[src/rtl/generic_fifo_env_fwft_if.sv]
// Bus bundle for the FWFT FIFO envelope: write side, FWFT read side, flush and status.
// Handshake: a write is taken on any edge with wr_op=1, full=0 and clr=0. A pop is taken on
// any edge with rd_op=1, rd_valid=1 and clr=0. rd_data is the oldest word whenever rd_valid=1.
interface generic_fifo_env_fwft_if #(
  parameter int DAT_WIDTH = 32,
  parameter int PTR_WIDTH = 6
);
  logic                 clr;
  logic                 wr_op;
  logic [DAT_WIDTH-1:0] wr_data;
  logic                 full;
  logic                 almost_full;
  logic                 wr_full_err;
  logic                 rd_op;
  logic                 rd_valid;
  logic [DAT_WIDTH-1:0] rd_data;
  logic                 empty;
  logic                 almost_empty;
  logic                 rd_empty_err;
  logic [PTR_WIDTH:0]   entry_used;

  modport master (
    output clr, wr_op, wr_data, rd_op,
    input  full, almost_full, wr_full_err, rd_valid, rd_data,
           empty, almost_empty, rd_empty_err, entry_used
  );

  modport slave (
    input  clr, wr_op, wr_data, rd_op,
    output full, almost_full, wr_full_err, rd_valid, rd_data,
           empty, almost_empty, rd_empty_err, entry_used
  );
endinterface

[src/rtl/generic_fifo_env_fwft.sv]
// Single-clock FIFO with first-word-fall-through read side, any depth >= 2,
// programmable almost flags and a synchronous flush. The storage array has a registered read port.
module generic_fifo_env_fwft #(
  parameter int DAT_WIDTH      = 32,
  parameter int NUM_OF_ENTRIES = 64,
  parameter int PTR_WIDTH      = 6,
  parameter int AF_LEVEL       = 60,
  parameter int AE_LEVEL       = 4
) (
  input logic                     clk,
  input logic                     reset_n,
  generic_fifo_env_fwft_if.slave  bus
);

  localparam logic [PTR_WIDTH-1:0] LAST_PTR = PTR_WIDTH'(NUM_OF_ENTRIES - 1);
  localparam logic [PTR_WIDTH:0]   FULL_CNT = (PTR_WIDTH+1)'(NUM_OF_ENTRIES);
  localparam logic [PTR_WIDTH:0]   AF_CNT   = (PTR_WIDTH+1)'(AF_LEVEL);
  localparam logic [PTR_WIDTH:0]   AE_CNT   = (PTR_WIDTH+1)'(AE_LEVEL);

  logic [DAT_WIDTH-1:0] mem [NUM_OF_ENTRIES];

  logic [PTR_WIDTH-1:0] wr_ptr;
  logic [PTR_WIDTH-1:0] rd_ptr;
  logic [PTR_WIDTH:0]   ram_cnt;
  logic                 rd_valid_q;
  logic [DAT_WIDTH-1:0] rd_data_q;
  logic                 wr_full_err_q;
  logic                 rd_empty_err_q;

  logic [PTR_WIDTH:0]   entry_used;
  logic                 full;
  logic                 wr_acc;
  logic                 pop;
  logic                 fetch;

  function automatic logic [PTR_WIDTH-1:0] ptr_next(input logic [PTR_WIDTH-1:0] p);
    return (p == LAST_PTR) ? '0 : p + 1'b1;
  endfunction

  // entry_used counts the prefetched head word as well as the words still in the array.
  assign entry_used = ram_cnt + {{PTR_WIDTH{1'b0}}, rd_valid_q};
  assign full       = (entry_used == FULL_CNT);

  assign wr_acc = bus.wr_op & ~full & ~bus.clr;
  assign pop    = bus.rd_op & rd_valid_q & ~bus.clr;
  assign fetch  = (ram_cnt != '0) & (~rd_valid_q | pop) & ~bus.clr;

  // fetch needs ram_cnt>0 and a write needs room, so both pointers never address the same slot.
  always_ff @(posedge clk) begin
    if (wr_acc) begin
      mem[wr_ptr] <= bus.wr_data;
    end
  end

  always_ff @(posedge clk or negedge reset_n) begin
    if (!reset_n) begin
      wr_ptr         <= '0;
      rd_ptr         <= '0;
      ram_cnt        <= '0;
      rd_valid_q     <= 1'b0;
      rd_data_q      <= '0;
      wr_full_err_q  <= 1'b0;
      rd_empty_err_q <= 1'b0;
    end else if (bus.clr) begin
      wr_ptr         <= '0;
      rd_ptr         <= '0;
      ram_cnt        <= '0;
      rd_valid_q     <= 1'b0;
      wr_full_err_q  <= 1'b0;
      rd_empty_err_q <= 1'b0;
    end else begin
      wr_full_err_q  <= bus.wr_op & full;
      rd_empty_err_q <= bus.rd_op & ~rd_valid_q;

      if (wr_acc) begin
        wr_ptr <= ptr_next(wr_ptr);
      end

      if (fetch) begin
        rd_data_q  <= mem[rd_ptr];
        rd_ptr     <= ptr_next(rd_ptr);
        rd_valid_q <= 1'b1;
      end else if (pop) begin
        rd_valid_q <= 1'b0;
      end

      case ({wr_acc, fetch})
        2'b10:   ram_cnt <= ram_cnt + 1'b1;
        2'b01:   ram_cnt <= ram_cnt - 1'b1;
        default: ram_cnt <= ram_cnt;
      endcase
    end
  end

  assign bus.full         = full;
  assign bus.almost_full  = (entry_used >= AF_CNT);
  assign bus.empty        = (entry_used == '0);
  assign bus.almost_empty = (entry_used <= AE_CNT);
  assign bus.entry_used   = entry_used;
  assign bus.rd_valid     = rd_valid_q;
  assign bus.rd_data      = rd_data_q;
  assign bus.wr_full_err  = wr_full_err_q;
  assign bus.rd_empty_err = rd_empty_err_q;

endmodule

[src/flat_wrapper.sv]
// flat-port wrapper written by rule: the top's interface ports become plain ports
module generic_fifo_env_fwft_flat 
#(
  parameter int DAT_WIDTH      = 32,
  parameter int NUM_OF_ENTRIES = 64,
  parameter int PTR_WIDTH      = 6,
  parameter int AF_LEVEL       = 60,
  parameter int AE_LEVEL       = 4
)
  (clk, reset_n, bus_clr, bus_wr_op, bus_wr_data, bus_rd_op, bus_full, bus_almost_full, bus_wr_full_err, bus_rd_valid, bus_rd_data, bus_empty, bus_almost_empty, bus_rd_empty_err, bus_entry_used);
  generic_fifo_env_fwft_if #(.DAT_WIDTH(DAT_WIDTH), .PTR_WIDTH(PTR_WIDTH)) bus_i ();
  input logic clk;
  input logic reset_n;
  input wire logic [$bits(bus_i.clr)-1:0] bus_clr;
  input wire logic [$bits(bus_i.wr_op)-1:0] bus_wr_op;
  input wire logic [$bits(bus_i.wr_data)-1:0] bus_wr_data;
  input wire logic [$bits(bus_i.rd_op)-1:0] bus_rd_op;
  output wire logic [$bits(bus_i.full)-1:0] bus_full;
  output wire logic [$bits(bus_i.almost_full)-1:0] bus_almost_full;
  output wire logic [$bits(bus_i.wr_full_err)-1:0] bus_wr_full_err;
  output wire logic [$bits(bus_i.rd_valid)-1:0] bus_rd_valid;
  output wire logic [$bits(bus_i.rd_data)-1:0] bus_rd_data;
  output wire logic [$bits(bus_i.empty)-1:0] bus_empty;
  output wire logic [$bits(bus_i.almost_empty)-1:0] bus_almost_empty;
  output wire logic [$bits(bus_i.rd_empty_err)-1:0] bus_rd_empty_err;
  output wire logic [$bits(bus_i.entry_used)-1:0] bus_entry_used;
  assign bus_i.clr = bus_clr;
  assign bus_i.wr_op = bus_wr_op;
  assign bus_i.wr_data = bus_wr_data;
  assign bus_i.rd_op = bus_rd_op;
  assign bus_full = bus_i.full;
  assign bus_almost_full = bus_i.almost_full;
  assign bus_wr_full_err = bus_i.wr_full_err;
  assign bus_rd_valid = bus_i.rd_valid;
  assign bus_rd_data = bus_i.rd_data;
  assign bus_empty = bus_i.empty;
  assign bus_almost_empty = bus_i.almost_empty;
  assign bus_rd_empty_err = bus_i.rd_empty_err;
  assign bus_entry_used = bus_i.entry_used;
  generic_fifo_env_fwft #(.DAT_WIDTH(DAT_WIDTH), .NUM_OF_ENTRIES(NUM_OF_ENTRIES), .PTR_WIDTH(PTR_WIDTH), .AF_LEVEL(AF_LEVEL), .AE_LEVEL(AE_LEVEL)) u_core (.clk(clk), .reset_n(reset_n), .bus(bus_i));
endmodule
[config.mk]
export PLATFORM = sky130hd
export DESIGN_NAME = generic_fifo_env_fwft_flat
export DESIGN_NICKNAME = d
export VERILOG_FILES = /design/src/rtl/generic_fifo_env_fwft_if.sv /design/src/rtl/generic_fifo_env_fwft.sv /design/src/flat_wrapper.sv
export SDC_FILE = /design/constraint.sdc
export NUM_CORES = 2
export LEC_CHECK = 0
export BUFFER_PORTS_ARGS = -buffer_cell sky130_fd_sc_hd__buf_4
export CAP_MARGIN = 20
export CORE_ASPECT_RATIO = 0.7
export CORE_UTILIZATION = 53
export DETAILED_ROUTE_END_ITERATION = 16
export PLACE_DENSITY_LB_ADDON = 0.05
export SLEW_MARGIN = 20
export SYNTH_ARGS = -nofsm -noshare
export SYNTH_HDL_FRONTEND = slang
export SYNTH_SLANG_ARGS = --single-unit
[constraint.sdc]
create_clock -name clk -period 7.64 [get_ports clk]
set_input_delay 0.764 -clock clk [delete_from_list [all_inputs] [get_ports clk]]
set_output_delay 0.764 -clock clk [all_outputs]
set_load 0.1 [all_outputs]
==> impl_metrics.json <==
{
  "outcome": "finished clean",
  "finalNonFillerCells": 6023,
  "async_flop_share": 0.0257,
  "clk_pin_slew_worst_paths_ps": 70,
  "hpwl_um": 127000,
  "path_common_cell": "ha_1",
  "n_fill_cell": 10400,
  "p_leak_nw": 27.9,
  "syn_area_mm2": 0.0805,
  "cts_tree": "done",
  "syn-num-nets": 3747,
  "grt_use_met3": 0.0535,
  "row_count": 119,
  "cts_setup_buffers": 0,
  "clock_latency_ps": 830,
  "track_usage": 0.281,
  "power_switching_w": 0.00843,
  "register_area_mm2": 0.0629,
  "rsz0062_at_grt": "no",
  "port_buffers": 82,
  "max_freq_ghz": 0.213,
  "avgRoutedWirePerCell_um": 35.4,
  "crit_type": "reg -> reg",
  "crit_chain": "ha_1 -> ha_1 -> and3_1 -> o211a_1 -> o221ai_2 -> inv_2 -> nor3_2 -> nand3_1 -> nor2_4",
  "cpLargestDelayFamily": "simple AND/OR/NAND/NOR gates",
  "crit_path_max_fanout": 32,
  "final_cell_mix": "edfxtp_1, mux4_2, mux2i_1, clkbuf_16, a22oi_1",
  "layout-drive-gt1-share": 0.246,
  "use_met2": 0.386,
  "clockPowerShare": 0.331,
  "grtUsageMet1": 0.462,
  "first_pass_iters": 5,
  "cts_resized": 0,
  "finalWirelength_um": 213000,
  "fin_tns_setup_ps": 0,
  "top_usage_layer": "met1",
  "skew_ps": 35.5,
  "slowest_stage": "nor2_4",
  "setup_viol": 0,
  "grt_max_degree": 111,
  "p_comb_frac": 0.218,
  "min_path_type": "in -> async",
  "start_util": 0.535,
  "synth-main-ff-cell": "edfxtp_1",
  "irDropWorstVdd_uv": 257,
  "yosys_warnings": 0,
  "avgSynthCellArea_um2": 21.8,
  "hold_viol_final": 0,
  "required_ps": 8050,
  "overflow": 0,
  "h-tree-depth": 4,
  "dr_total_vias": 39600,
  "postLayoutSetupSlackWorst_ps": 2940,
  "area_delta_synth_final_pct": 12.6,
  "dp_slack_ps": 2860,
  "synthCells": 3700,
  "cts_sinks": 2102,
  "dieHeight_um": 328,
  "cts_hold_buf": 0,
  "multi_input_area_mm2": 0.0172,
  "timing.final.crit_share": 0.615,
  "cap_violations": 0,
  "dp.cells": 5660,
  "power.share.switching": 0.292,
  "post-route-util": 0.602,
  "report.final.slew_viol_count": 0,
  "ioPinCount": 83,
  "grt_pass1_wl_um": 299000,
  "drtAntennaViolNets": 0,
  "cts_buffer_depth": 3,
  "ys_seq_elements": 2102,
  "cp_slowest_stage_delay_ps": 1190,
  "antenna_found_initial": 20,
  "worst_hold_slack_ps": 84.3,
  "worstPathArrival_ps": 5110,
  "ys_seq_area_frac": 0.781,
  "internal-power_w": 0.0205,
  "cp-end-kind": "flip-flop",
  "start_kind": "flip-flop",
  "routabilityCongestion": 0.906,
  "period_minus_slack_ps": 4700,
  "layout_commonest_cell": "edfxtp_1",
  "yosys.cell_types.count": 58,
  "drt-initial-drc-count": 5774,
  "die_area_mm2": 0.153,
  "numCtsBuffers": 192,
  "cts_root_buf": "clkbuf_16",
  "cp_num_buf_inv": 1,
  "grt_pass1_vias": 38400,
  "core-area_mm2": 0.151,
  "final_nets": 3916,
  "worst_slew_pin_slew_ps": 1170,
  "vias_per_cell": 6.58,
  "synth-edff-count": 2048,
  "slew_headroom": 0.217,
  "seq_power_share": 0.451,
  "drc": 0,
  "power.density_mw_per_mm2": 319,
  "die_w_um": 468
}
flip-flops by register name, summed over array words and instances (netlist names):
register                 cells
u_core.bus.rd_empty_err      1
u_core.mem                2048
u_core.bus.rd_valid          1
u_core.bus.rd_data          32
u_core.rd_ptr                6
u_core.ram_cnt               7
u_core.wr_ptr                6
u_core.bus.wr_full_err       1
path summary, 6_finish.rpt:
kind                       depth (start not counted)  slack, ps           startpoint                       to
max                                                9       2940    u_core.ram_cnt[0]       u_core.mem[42][27]
min                                                1         80              reset_n   u_core.bus.rd_data[16]
max reg2reg                                        9       2940    u_core.ram_cnt[0]       u_core.mem[42][27]
min reg2reg                                        1        530  u_core.bus.rd_valid  u_core.bus.rd_empty_err
max in group asynchronous                          1       6780              reset_n         u_core.rd_ptr[1]
min in group clk                                   2        240            bus_rd_op  u_core.bus.rd_empty_err
area by class of cell:
cell class / count / share of cell area
Tap cell: 1996 / 0.0275
Timing Repair Buffer: 182 / 0.0212
Clock buffer: 235 / 0.0566
Antenna cell: 1 / 0.0000276
Multi-Input combinational cell: 1385 / 0.189
Inverter: 6 / 0.000248
Clock inverter: 116 / 0.0116
Sequential cell: 2102 / 0.693
synthesized netlist by cell type, types with 5 or more instances:
| library cell | number | area, um^2 |
|---|---|---|
| edfxtp_1 | 2048 | 61500 |
| mux4_2 | 449 | 10100 |
| mux2i_1 | 255 | 2550 |
| a22oi_1 | 188 | 1410 |
| nand2_1 | 112 | 420 |
| clkbuf_1 | 85 | 319 |
| nor2_1 | 82 | 308 |
| a21oi_1 | 79 | 395 |
| nand3_1 | 79 | 395 |
| buf_2 | 62 | 310 |
| dfrtp_1 | 54 | 1350 |
| buf_1 | 33 | 124 |
| nand4_1 | 32 | 200 |
| buf_4 | 16 | 120 |
| nor3_1 | 14 | 70.1 |
| buf_6 | 10 | 113 |
| ha_1 | 9 | 113 |
| o21ai_0 | 8 | 40.0 |
| a211oi_1 | 6 | 45.0 |
| nor3b_1 | 6 | 45.0 |
| xnor2_1 | 6 | 52.6 |
| inv_1 | 5 | 18.8 |
through the flow:
step | cell area [um^2] | total power, W
CTS | 90400 | 0.0290
finish | 90700 | 0.0289
floorplan | 80500 | 0.0175
global route | 90700 | 0.0297
detailed placement | 84200 | 0.0196
global placement | 83800 | 0.0195
worst reg2reg max path: cells and delay by family (launching register included):
kind	cells	cell delay [ps]
adder cells (fa/ha/maj)	2	500
AND/OR/NAND/NOR	4	2540
flip-flops	1	450
buffers and inverters	1	150
AO/OA/AOI/OAI	2	640
cell families after synthesis:
logic type	after synthesis	synth area share
xor+xnor	10	0.00109
compound gates	304	0.0259
fa+ha+maj	10	0.00165
simple gates	357	0.0207
flops	2102	0.781
mux	704	0.157
buf+inv	213	0.0126
routing by layer:
metal  vias to the layer above  share of wire
met2                      2102           0.43
met5                         -       0.000089
met3                       258           0.10
met1                     21400           0.45
met4                         4          0.023
li1                      15900              -
power groups by stage:
| stage | logic [W] | clock network, W | registers (W) |
|---|---|---|---|
| 2_1_floorplan | 0.00377 | 0 | 0.0137 |
| 3_3_place_gp | 0.00623 | 0 | 0.0133 |
| 3_5_place_dp | 0.00627 | 0 | 0.0133 |
| 4_1_cts | 0.00629 | 0.00969 | 0.0130 |
| 5_1_grt | 0.00656 | 0.0101 | 0.0130 |
| 6_report | 0.00629 | 0.00957 | 0.0130 |
Power figures use the tool's default switching activity.
